==> src/rtl/seven_seg_pkg.sv <==
// Shared 7-segment definitions: blank pattern, segment bit positions and a
// helper that builds a segment vector from an a..g (msb-first) pattern.
package seven_seg_pkg;

    localparam logic [6:0] SEG_OFF = 7'b000_0000;

    localparam int SEG_A = 0;
    localparam int SEG_B = 1;
    localparam int SEG_C = 2;
    localparam int SEG_D = 3;
    localparam int SEG_E = 4;
    localparam int SEG_F = 5;
    localparam int SEG_G = 6;

    function automatic logic [6:0] seg_pat(input logic [6:0] abcdefg);
        logic [6:0] s;
        s        = SEG_OFF;
        s[SEG_A] = abcdefg[6];
        s[SEG_B] = abcdefg[5];
        s[SEG_C] = abcdefg[4];
        s[SEG_D] = abcdefg[3];
        s[SEG_E] = abcdefg[2];
        s[SEG_F] = abcdefg[1];
        s[SEG_G] = abcdefg[0];
        return s;
    endfunction

endpackage

==> src/rtl/bcd_to_seven_seg.sv <==
// Combinational BCD/hex to 7-segment decoder (active-high, bit 0 = segment a).
// Codes 10..15 render as the hex glyphs A, b, C, d, E, F.
module bcd_to_seven_seg
    import seven_seg_pkg::*;
(
    input  logic [3:0] bcd_i,
    output logic [6:0] seg_o
);

    // Glyph lookup, patterns written as segments a..g
    always_comb begin
        case (bcd_i)
            4'h0:    seg_o = seg_pat(7'b111_1110);
            4'h1:    seg_o = seg_pat(7'b011_0000);
            4'h2:    seg_o = seg_pat(7'b110_1101);
            4'h3:    seg_o = seg_pat(7'b111_1001);
            4'h4:    seg_o = seg_pat(7'b011_0011);
            4'h5:    seg_o = seg_pat(7'b101_1011);
            4'h6:    seg_o = seg_pat(7'b101_1111);
            4'h7:    seg_o = seg_pat(7'b111_0000);
            4'h8:    seg_o = seg_pat(7'b111_1111);
            4'h9:    seg_o = seg_pat(7'b111_1011);
            4'hA:    seg_o = seg_pat(7'b111_0111);
            4'hB:    seg_o = seg_pat(7'b001_1111);
            4'hC:    seg_o = seg_pat(7'b100_1110);
            4'hD:    seg_o = seg_pat(7'b011_1101);
            4'hE:    seg_o = seg_pat(7'b100_1111);
            4'hF:    seg_o = seg_pat(7'b100_0111);
            default: seg_o = SEG_OFF;
        endcase
    end

endmodule

==> src/rtl/seven_seg_scanner.sv <==
// Time-multiplexed, double-buffered 7-segment scanner with leading-zero
// blanking, per-digit decimal points and PWM brightness.
module seven_seg_scanner
    import seven_seg_pkg::*;
#(
    parameter int DIGITS     = 6,
    parameter int SCAN_DIV   = 1024,
    parameter int BRIGHT_W   = 3,
    parameter int ACTIVE_LOW = 0
) (
    input  logic                  clk_i,
    input  logic                  rst_i,
    input  logic [DIGITS*4-1:0]   digits_i,
    input  logic [DIGITS-1:0]     dp_i,
    input  logic                  load_i,
    input  logic                  blank_lz_i,
    input  logic [BRIGHT_W-1:0]   brightness_i,
    output logic [6:0]            seg_o,
    output logic                  dp_o,
    output logic [DIGITS-1:0]     digit_sel_o,
    output logic                  frame_o
);

    localparam int PC_W      = (SCAN_DIV > 1) ? $clog2(SCAN_DIV) : 1;
    localparam int IDX_W     = (DIGITS > 1) ? $clog2(DIGITS) : 1;
    localparam int PHASE_LEN = SCAN_DIV >> BRIGHT_W;
    localparam int SUB_W     = (PHASE_LEN > 1) ? $clog2(PHASE_LEN) : 1;

    localparam logic [PC_W-1:0]  PC_LAST  = PC_W'(SCAN_DIV - 1);
    localparam logic [IDX_W-1:0] IDX_LAST = IDX_W'(DIGITS - 1);
    localparam logic [SUB_W-1:0] SUB_LAST = SUB_W'(PHASE_LEN - 1);
    localparam logic             POL      = (ACTIVE_LOW != 0);

    logic [PC_W-1:0]      pc_q, pc_d;
    logic [IDX_W-1:0]     idx_q, idx_d;
    logic [SUB_W-1:0]     sub_q, sub_d;
    logic [BRIGHT_W-1:0]  phase_q, phase_d;
    logic [BRIGHT_W-1:0]  bri_q;
    logic [DIGITS*4-1:0]  shadow_dig_q, disp_dig_q;
    logic [DIGITS-1:0]    shadow_dp_q, disp_dp_q;
    logic                 disp_valid_q;
    logic [6:0]           seg_q;
    logic                 dp_q;
    logic [DIGITS-1:0]    sel_q;
    logic                 frame_q;

    logic                 pc_wrap_s, frame_end_s, frame_d;
    logic [BRIGHT_W-1:0]  bri_s;
    logic                 lit_s;
    logic [DIGITS-1:0]    blank_mask_s, sel_s;
    logic [3:0]           cur_bcd_s;
    logic                 cur_dp_s, cur_blank_s;
    logic [6:0]           dec_seg_s, seg_s;
    logic                 dp_s;

    // Prescaler, slot index and PWM phase sequencing
    always_comb begin
        pc_wrap_s   = (pc_q == PC_LAST);
        frame_end_s = pc_wrap_s && (idx_q == IDX_LAST);
        if (pc_wrap_s) begin
            pc_d    = {PC_W{1'b0}};
            sub_d   = {SUB_W{1'b0}};
            phase_d = {BRIGHT_W{1'b0}};
            idx_d   = (idx_q == IDX_LAST) ? {IDX_W{1'b0}} : idx_q + IDX_W'(1);
        end else begin
            pc_d    = pc_q + PC_W'(1);
            idx_d   = idx_q;
            sub_d   = (sub_q == SUB_LAST) ? {SUB_W{1'b0}} : sub_q + SUB_W'(1);
            phase_d = (sub_q == SUB_LAST) ? phase_q + BRIGHT_W'(1) : phase_q;
        end
        frame_d = (pc_d == PC_LAST) && (idx_d == IDX_LAST);
        // the slot's first cycle already uses the freshly sampled brightness
        bri_s   = (pc_q == {PC_W{1'b0}}) ? brightness_i : bri_q;
        lit_s   = disp_valid_q && (phase_q < bri_s);
    end

    // Leading-zero mask: digit k blanks when it and every digit above are zero
    always_comb begin
        logic all_zero;
        all_zero     = 1'b1;
        blank_mask_s = {DIGITS{1'b0}};
        for (int k = DIGITS - 1; k > 0; k--) begin
            all_zero        = all_zero && (disp_dig_q[k*4 +: 4] == 4'd0);
            blank_mask_s[k] = blank_lz_i && all_zero;
        end
    end

    // Select the scanned digit's code, dp and blank flag; build the one-hot enable
    always_comb begin
        cur_bcd_s   = 4'd0;
        cur_dp_s    = 1'b0;
        cur_blank_s = 1'b0;
        sel_s       = {DIGITS{1'b0}};
        for (int d = 0; d < DIGITS; d++) begin
            if (idx_q == IDX_W'(d)) begin
                cur_bcd_s   = disp_dig_q[d*4 +: 4];
                cur_dp_s    = disp_dp_q[d];
                cur_blank_s = blank_mask_s[d];
                sel_s[d]    = lit_s;
            end else begin
                sel_s[d]    = 1'b0;
            end
        end
    end

    bcd_to_seven_seg u_dec (
        .bcd_i (cur_bcd_s),
        .seg_o (dec_seg_s)
    );

    // Gate segments and dp with the PWM window and blanking
    always_comb begin
        if (lit_s && !cur_blank_s) begin
            seg_s = dec_seg_s;
        end else begin
            seg_s = SEG_OFF;
        end
        dp_s = lit_s && cur_dp_s;
    end

    // Counters, buffers and the polarity-adjusted output register
    always_ff @(posedge clk_i) begin
        if (rst_i) begin
            pc_q         <= {PC_W{1'b0}};
            idx_q        <= {IDX_W{1'b0}};
            sub_q        <= {SUB_W{1'b0}};
            phase_q      <= {BRIGHT_W{1'b0}};
            bri_q        <= {BRIGHT_W{1'b0}};
            shadow_dig_q <= {(DIGITS*4){1'b0}};
            shadow_dp_q  <= {DIGITS{1'b0}};
            disp_dig_q   <= {(DIGITS*4){1'b0}};
            disp_dp_q    <= {DIGITS{1'b0}};
            disp_valid_q <= 1'b0;
            seg_q        <= SEG_OFF ^ {7{POL}};
            dp_q         <= POL;
            sel_q        <= {DIGITS{POL}};
            frame_q      <= 1'b0;
        end else begin
            pc_q    <= pc_d;
            idx_q   <= idx_d;
            sub_q   <= sub_d;
            phase_q <= phase_d;
            bri_q   <= bri_s;
            if (load_i) begin
                shadow_dig_q <= digits_i;
                shadow_dp_q  <= dp_i;
            end
            // a load on the boundary cycle bypasses the shadow so it shows immediately
            if (frame_end_s) begin
                disp_valid_q <= 1'b1;
                disp_dig_q   <= load_i ? digits_i : shadow_dig_q;
                disp_dp_q    <= load_i ? dp_i : shadow_dp_q;
            end
            seg_q   <= seg_s ^ {7{POL}};
            dp_q    <= dp_s ^ POL;
            sel_q   <= sel_s ^ {DIGITS{POL}};
            frame_q <= frame_d;
        end
    end

    assign seg_o       = seg_q;
    assign dp_o        = dp_q;
    assign digit_sel_o = sel_q;
    assign frame_o     = frame_q;

endmodule

==> config.mk <==
export PLATFORM = sky130hd
export DESIGN_NAME = seven_seg_scanner
export DESIGN_NICKNAME = d
export VERILOG_FILES = /design/src/rtl/seven_seg_pkg.sv /design/src/rtl/bcd_to_seven_seg.sv /design/src/rtl/seven_seg_scanner.sv
export SDC_FILE = /design/constraint.sdc
export NUM_CORES = 1
export LEC_CHECK = 0
export CAP_MARGIN = 20
export CORE_MARGIN = 10
export CORE_UTILIZATION = 60
export CTS_CLUSTER_DIAMETER = 40
export DETAILED_ROUTE_END_ITERATION = 16
export PLACE_DENSITY = 0.85
export SLEW_MARGIN = 15
export SYNTH_ARGS = -nofsm -noshare
export SYNTH_HDL_FRONTEND = slang
export SYNTH_SLANG_ARGS = --single-unit
==> constraint.sdc <==
create_clock -name clk_i -period 6.4 [get_ports clk_i]
set_clock_uncertainty 0.2 [all_clocks]
set_input_delay 1.28 -clock clk_i [delete_from_list [all_inputs] [get_ports clk_i]]
set_output_delay 1.28 -clock clk_i [all_outputs]
set_load 0.005 [all_outputs]
# Word level (Yosys, flattened, before mapping)
# Memory sizes are Yosys's and may differ from the RTL's. A register that Yosys moved wholly into a read port is not among the register bits.
# Index checks and enable logic that the tools add are counted.
# classes
n_mux,23
bitwise,7
reduce_logical,31
shifts,0
multipliers,0
n_div,0
n_lt_le_gt_ge,1
eq_ne,9
add_sub_neg,4
# op_table
op,count
$mux 24,1
$mux 4,6
$eq 10x10->1 const B,2
$logic_not 4->1,5
$reduce_or 2->1,8
$logic_and 1x1->1,14
$mux 1,11
$add 10x1->10 const B,1
$logic_not 10->1,1
$mux 10,1
$eq 3x3->1 const B,3
$mux 3,3
$add 7x1->7 const B,1
$eq 7x7->1 const B,1
$not 1->1,7
$add 3x1->3 const B,2
$eq 3x2->1 const B,2
$mux 6,1
$eq 3x1->1 const B,1
$logic_not 3->1,1
$lt 3x3->1,1
$reduce_or 3->1,1
$logic_not 1->1,1
# word_totals
latch_bits,0
input_bits,37
regBits,95
out_inout_bits,15
mem_bits_ro,112
n_memories,1
mem_bits_rw,0
# memory_table
name,words,width,rd,rd_clocked_by_memory_dff,wr,line_no,text
(no name shown),16,7,1,1,0,bcd_to_seven_seg.sv:12,case (bcd_i)

# Depth between registers and ports, before layout
# Gate-level depths: netlist of the first run.
# logic_depth
depth_word,15
mapped_depth,13
mapped_depth_nobuf,11

# Hierarchy
# From an unflattened synthesis of the first run, not the netlist that was laid out.
# hier_totals
cells_unflattened,464
area_unflattened_um2,4365.4
# by_module_without_submodules
mod,cells_per_inst,instances,area_each_um2,seq_area_each_um2
seven_seg_scanner,431,1,4075.2,2042.0
bcd_to_seven_seg,33,1,290.3,0.0

# Worst setup path before layout of the first run
# No wires, ideal clock.
# synth_timing
kind,flip-flop to flip-flop
start,reg idx_q[0]
end,"reg seg_q[0], in the netlist seg_o[0]"
path_slack_ns,3.446
n_path_buf,3
path_stages_with_launch,13
synth_period_minus_slack_ns,2.954
t_arrival_ns,2.689
cell_sequence,dfxtp_1 -> buf_4 -> buf_2 -> and2_1 -> ha_1 -> clkbuf_1 -> nor2_1 -> a221oi_2 -> inv_1 -> ha_1 -> or3b_1 -> o221ai_1 -> nor2b_1
# synth_between
elab_chain_len,10
# synth_rtl
element,line_no,text
"start, declared",seven_seg_scanner.sv:35,"logic [IDX_W-1:0] idx_q, idx_d;"
"start signal, assigned",seven_seg_scanner.sv:125,idx_q <= {IDX_W{1'b0}};
"start signal, assigned",seven_seg_scanner.sv:140,idx_q <= idx_d;
$eq 3x1->1,seven_seg_scanner.sv:95,if (idx_q == IDX_W'(d)) begin
$mux 1 (5 in series),seven_seg_scanner.sv:95,
$logic_not 1->1,seven_seg_scanner.sv:113,if (lit_s && !cur_blank_s) begin
$logic_and 1x1->1,seven_seg_scanner.sv:113,
$not 1->1 (no source line),--,
$reduce_or 2->1 (no source line),--,
"end, declared",seven_seg_scanner.sv:42,logic [6:0] seg_q;
# Parallel ways exist; a longest one is shown, timed or not.
# A chain may end at the register's enable or synchronous reset.

# Worst setup path after layout of the first run
# Same ends and word-level chain as after synthesis.

==> reports/metrics.csv, run 1 <==
metric,value,unit
status,"finished, final reports clean",
syn_inst,463,
slowest_delay,0.90,ns
maxCapViolCount,0,
multiInputGateArea,2223,um^2
wl_per_cell,15.20,um
min_to,sub_q[0],
ys_async_sr_fraction,0,%
critical_path.top_delay_family,flip-flops,
path_class,flop to flop,
synth_area,4425,um^2
worstHoldPathCells,1,
tightestPinTransition,0.9017,ns
coreArea,7214,um^2
root_buffer,clkbuf_8,
r2r_start,idx_q[0],
grt-ovfl-total,0,
cts.clk_slew.worst_paths,0.09,ns
vdd_ir_drop_max,0.0001354,V
drtIter0Drc,181,
synth_area_leaders,"dfxtp_1, mux2i_1, nor2_1",
io_buffers,51,
slew_headroom,39.89,%
netSwitchingFraction,23.47,%
final_core_util,71.00,%
synth.top_cells.by_count,"nor2_1, dfxtp_1, mux2i_1, a211oi_1",
cts_tree,done,
ys.flop_type,dfxtp_1,
ys_types,49,
die_area,11210,um^2
hold_viol,0,
grt_max_degree,77,
grt_pass1_vias,3258,
ant_nets,0,
synth_area_leader_cell,dfxtp_1,
die_y,105.9,um
cp.arrival,3.52,ns
finalCritPeriodShare,53.42,%
cpMaxStageDelayCell,dfxtp_1,
drive_gt1_share,7.540,%
num_vias,3321,
cp-end-kind,flop,
holdWs,0.2518,ns
std_cell_rows,31,
cts_resized,0,
grt_pass1_wl,15500,um
r2r_end,seg_o[0],
instances_no_fill,603,
ys_seq_area_share,46.14,%
cts_sinks,102,
finalCriticalPeriod,3.419,ns
leakage,0.001914,uW
io_pins,52,
synth.most_common_cell,nor2_1,
viasPerCell,5.507,
num_antenna_cells,0,
setup_violations,0,
yosysWarnings,0,
drv_slew,0,
insertion_delay,0.37,ns
ctsHoldBuffers,0,
routed_wl,9168,um
cp_max_fo,24,
required,6.50,ns
synth_top_area_share,46.14,%
p_int,829.4,uW
hpwl,6643,um
cp_common_cell,ha_1,
routabilityCongestion,0.8805,
h-tree-depth,3,
synth_nets,515,
synth_edf_count,0,
power_frac_clock,32.5,%
cts.path.max_buffers,2,
register_area,2042,um^2
synth-seq-cells,102,
powerDensity,211.6,nW/um^2
cts_buffers,9,
crit_buf_inv,1,
reg2reg_depth,9,
path_cells,"and2_1, ha_1, nor2_1, a221oi_2, inv_1, ha_1, or3b_1, o221ai_1, nor2b_1",
syn_avg_cell_area,9.558,um^2
netSwitchingPower,254.4,uW
rsz0062_at_grt,no,
worstHoldStart,sub_q[0],
grtUsageTotal,16.58,%
tns,0,ns
p_comb_share,7.0,%
start_kind,flop,
start_util,61.34,%
max_freq,292.5,MHz
postCtsSetupRepairBufs,0,
pwr-share-seq,60.6,%
dp_cells,588,
r2r_setup_slack,2.98,ns
die_x,105.9,um
nFillCells,569,
grt_antenna_before_repair,0,
nets,552,
syn_to_final_growth,15.75,%
worstHoldPathType,flop to flop,
firstDrtPassIters,4,
drc,0,
## worst max path at each step
stage	from	end	slack, ns	cells after the start
after floorplan	idx_q[0]	seg_o[0]	3.45	12
final	idx_q[0]	seg_o[0]	2.98	9
after CTS	idx_q[0]	seg_o[0]	2.99	9
after detailed placement	brightness_i[1]	seg_o[6]	3.02	9
after global placement	brightness_i[1]	seg_o[6]	3.09	9
after global routing	idx_q[0]	seg_o[0]	2.60	9
## cells by family (layout without fill, tap and decap cells)
kind of cell | Yosys count | after routing | share of synthesized area [%]
adders and majority gates | 15 | 15 | 4.241
buffers and inverters | 38 | 79 | 3.788
and+or+nand+nor | 179 | 179 | 19.06
AOI/OAI and AO/OA | 66 | 66 | 12.69
muxes | 46 | 46 | 10.55
DFF | 102 | 102 | 46.14
xor gates and xnor gates | 17 | 17 | 3.534
## per-stage QoR
step | cell area (um^2) | power, uW | setup WS (ns)
3_5_place_dp | 4959 | 746.8 | 3.019
6_report | 5122 | 1084 | 2.981
4_1_cts | 5122 | 1092 | 2.991
3_3_place_gp | 4938 | 744.1 | 3.087
2_1_floorplan | 4425 | 714.7 | 3.446
5_1_grt | 5122 | 1128 | 2.596
## metal layers
metal  part of all wire (%)  global-route usage [%]  up-vias
met5                      0                       0        -
met4                    1.9                   7.253        0
met3                    3.4                   3.289       14
met2                     49                   28.22       53
met1                     46                   19.81     1565
li1                       -                       -     1689
## area by class of cell
type                            instances  share of cell area (%)
Timing Repair Buffer                   53                   10.31
Multi-Input combinational cell        323                   43.40
Clock buffer                           10                   2.491
Inverter                               11                  0.8061
Tap cell                               99                   2.418
Clock inverter                          5                  0.7084
Sequential cell                       102                   39.86
## registers in the layout, summed over array words and instances (netlist names)
signal        cells
idx_q             3
shadow_dp_q       6
digit_sel_o       6
dp_o              1
disp_dp_q         6
bri_q             3
shadow_dig_q     24
seg_o             7
phase_q           3
frame_o           1
disp_dig_q       24
sub_q             7
disp_valid_q      1
pc_q             10
## layout by cell type, fill, tap and decap left out, types with 3 or more instances in the layout
cell             count
nor2b_1              5
nor2_1             102
and3_1               7
o2bb2ai_1            3
mux2_2               5
nand3_1              7
xor2_1               8
and2_1               4
a22oi_1              3
nand2b_1            10
clkdlybuf4s50_1     49
o221ai_2             3
nand4_1              4
inv_1               11
mux2i_1             41
xnor2_1              8
clkbuf_8             9
a211oi_1            34
nor3_1              11
nand2_1             11
ha_1                15
a21oi_1              7
clkinvlp_4           3
o21ai_0              6
nor4_1               4
dfxtp_1            102
## power groups by stage
| stage | Sequential [uW] | Combinational, uW | Clock (uW) |
|---|---|---|---|
| 2_1_floorplan | 669 | 45.2 | 0 |
| 3_3_place_gp | 670 | 73.8 | 0 |
| 3_5_place_dp | 671 | 75.7 | 0 |
| 4_1_cts | 656 | 76.4 | 359 |
| 5_1_grt | 658 | 83.5 | 386 |
| 6_report | 656 | 75.4 | 352 |
## worst register-to-register path: cells and delay by family (launching register included)
family	cells	cell delay [ns]
adder cells (fa/ha/maj)	2	0.57
flip-flops	1	0.90
AND/OR/NAND/NOR	4	0.90
AO/OA/AOI/OAI	2	0.62
buffers and inverters	1	0.17
Note: power is estimated with default switching activity, not from simulation.
==> inputs of run 2 (changes only) <==
--- a/config.mk
+++ b/config.mk
@@ -7,10 +7,10 @@
 export LEC_CHECK = 0
 export CAP_MARGIN = 20
 export CORE_MARGIN = 10
-export CORE_UTILIZATION = 60
+export CORE_UTILIZATION = 55
 export CTS_CLUSTER_DIAMETER = 40
 export DETAILED_ROUTE_END_ITERATION = 16
-export PLACE_DENSITY = 0.85
+export PLACE_DENSITY = 0.79
 export SLEW_MARGIN = 15
 export SYNTH_ARGS = -nofsm -noshare
 export SYNTH_HDL_FRONTEND = slang
==> constraint.sdc (replaced) <==
create_clock -name clk_i -period 3.3 [get_ports clk_i]
set_clock_uncertainty 0.2 [all_clocks]
set_input_delay 0.66 -clock clk_i [delete_from_list [all_inputs] [get_ports clk_i]]
set_output_delay 0.66 -clock clk_i [all_outputs]
set_load 0.005 [all_outputs]
==> run 2 against run 1 <==
  * Register-to-register slack got worse by 2.6 ns
  * Critical path depth increased by 1
  * Via count is 1.3% higher
  * Sequential cell count unchanged
  * Non-clock buffer count increased by 5
  * Hold slack hardly changed
  * Design area is 0.56% higher
  * Largest power group unchanged
==> reports/metrics.csv, run 2 (synthesis gave the netlist of run 1 again) <==
metric,value,unit,change
worstHoldPathCells,1,,unchanged
drv_slew,0,,unchanged
ant_nets,0,,unchanged
worstHoldPathType,flop to flop,,
crit_start,idx_q[1],,
routed_wl,8871,um,-3.2%
viasPerCell,5.515,,+0.13%
finalCriticalPeriod,2.961,ns,-0.4583 ns
dpl_cell_area,4987,um^2,+0.58%
status,"finished, final reports clean",,
required,3.40,ns,-3.10 ns
grt_max_degree,45,,-42%
firstDrtPassIters,4,,unchanged
num_antenna_cells,0,,unchanged
drtIter0Drc,107,,-41%
num_vias,3364,,+1.3%
cts.clk_slew.worst_paths,0.09,ns,about the same
setup_violations,0,,unchanged
syn_to_final_growth,16.40,%,
nFillCells,641,,+13%
multiInputGateArea,2223,um^2,unchanged
final_common_cell,nor2_1,,
io_buffers,51,,unchanged
die_y,109.7,um,+3.6%
cp-end-kind,flop,,
cts_sinks,102,,unchanged
path_class,flop to flop,,
grt_antenna_before_repair,0,,unchanged
p_total,2098,uW,+94%
hold_viol,0,,unchanged
cts_tree,done,,
holdWs,0.2518,ns,-0.00006500 ns
top_regs,"disp_dig_q (24), shadow_dig_q (24), pc_q (10)",,
max_freq,337.8,MHz,+15%
die_area,12030,um^2,+7.3%
io_pins,52,,unchanged
start_util,56.97,%,-4.4 points
wl_per_cell,14.54,um,-4.3%
ctsHoldBuffers,0,,unchanged
r2r_start,idx_q[1],,
tightestPinTransition,0.9175,ns,+0.01582 ns
design_area,5151,um^2,+0.56%
rsz0062_at_grt,no,,
maxCapViolCount,0,,unchanged
final_cell_mix,"nor2_1, dfxtp_1, clkdlybuf4s50_1",,
leakage,0.001943,uW,+1.6%
vdd_ir_drop_max,0.0002149,V,+59%
slew_headroom,38.83,%,-1.1 points
register_area,2043,um^2,about the same
std_cell_rows,32,,+3.2%
root_buffer,clkbuf_8,,
h-tree-depth,3,,unchanged
drive_gt1_share,8.661,%,+1.1 points
cp_max_fo,16,,-33%
worstHoldStart,sub_q[0],,
grt_pass1_vias,3259,,+0.031%
reg2reg_depth,10,,+1
insertion_delay,0.35,ns,-0.02 ns
tns,0,ns,unchanged
coreArea,7767,um^2,+7.7%
nets,557,,+0.91%
start_kind,flop,,
die_x,109.7,um,+3.6%
grt_pass1_wl,15020,um,-3.1%
grt-ovfl-total,0,,unchanged
cts.path.max_buffers,2,,unchanged
finalCritPeriodShare,89.72,%,+36 points
hpwl,6518,um,-1.9%
cp.arrival,3.06,ns,-0.46 ns
grtUsageTotal,15.40,%,-1.2 points
powerDensity,407.2,nW/um^2,+92%
routabilityCongestion,0.9499,,+7.9%
drc,0,,unchanged
cts_buffers,9,,unchanged
-- run 2: worst paths after layout --
kind              slack [ns]       end
setup / recovery        0.34  seg_o[0]
setup reg to reg        0.34  seg_o[0]
hold reg to reg         0.25  sub_q[0]
hold / removal          0.25  sub_q[0]
-- run 2: cell type report --
cell class                 instances  area share, %
clock buffer                      10          2.672
inverter                          11         0.8016
timing repair buffer              58          10.74
clock inverter                     4         0.4858
sequential                       102          39.66
tap                              102          2.478
multi-input combinational        323          43.16
-- run 2: where the power goes --
group          switching [uW]  internal (uW)  leakage [uW]
clock                     395            284     0.0000800
sequential               11.7           1260      0.000830
combinational            69.4           77.0       0.00103
-- run 2: worst max-delay path: stages (launching register included) --
cell and delay, ns:
dfxtp_2 0.41, and2_1 0.20, ha_1 0.26, inv_1 0.13, nor2_1 0.10, a221oi_2 0.55, inv_1 0.19, ha_1 0.26
or3b_1 0.37, o221ai_1 0.07, nor2b_1 0.15
-- run 2: per-layer routing --
layer / vias up / part of all wire, % / track usage (%)
li1: 1693 / - / -
met1: 1603 / 45 / 18.50
met2: 58 / 50 / 26.87
met3: 10 / 4.4 / 3.452
met4: 0 / 1.1 / 4.554
met5: - / 0 / 0
-- run 2: metrics by stage --
step	util, %	instances	worst slack, ns
3_3_place_gp	64.21	596	0.4171
5_1_grt	66.32	610	0.09886
6_report	66.32	610	0.3394
3_5_place_dp	64.21	596	0.2946
2_1_floorplan	-	463	0.3461
4_1_cts	66.30	610	0.2505
-- run 2: timing repair --
item / CTS / global route
setup buffers: 0 / 0
setup endpoints to repair: 0 / 1
gates resized for setup: 0 / 1
==> inputs of run 3 (changes only) <==
--- a/config.mk
+++ b/config.mk
@@ -11,6 +11,7 @@
 export CTS_CLUSTER_DIAMETER = 40
 export DETAILED_ROUTE_END_ITERATION = 16
 export PLACE_DENSITY = 0.79
+export SKIP_LAST_GASP = 1
 export SLEW_MARGIN = 15
 export SYNTH_ARGS = -nofsm -noshare
 export SYNTH_HDL_FRONTEND = slang
==> results of run 3 <==
Final layout, timing and power as in run 2 (identical DEF).
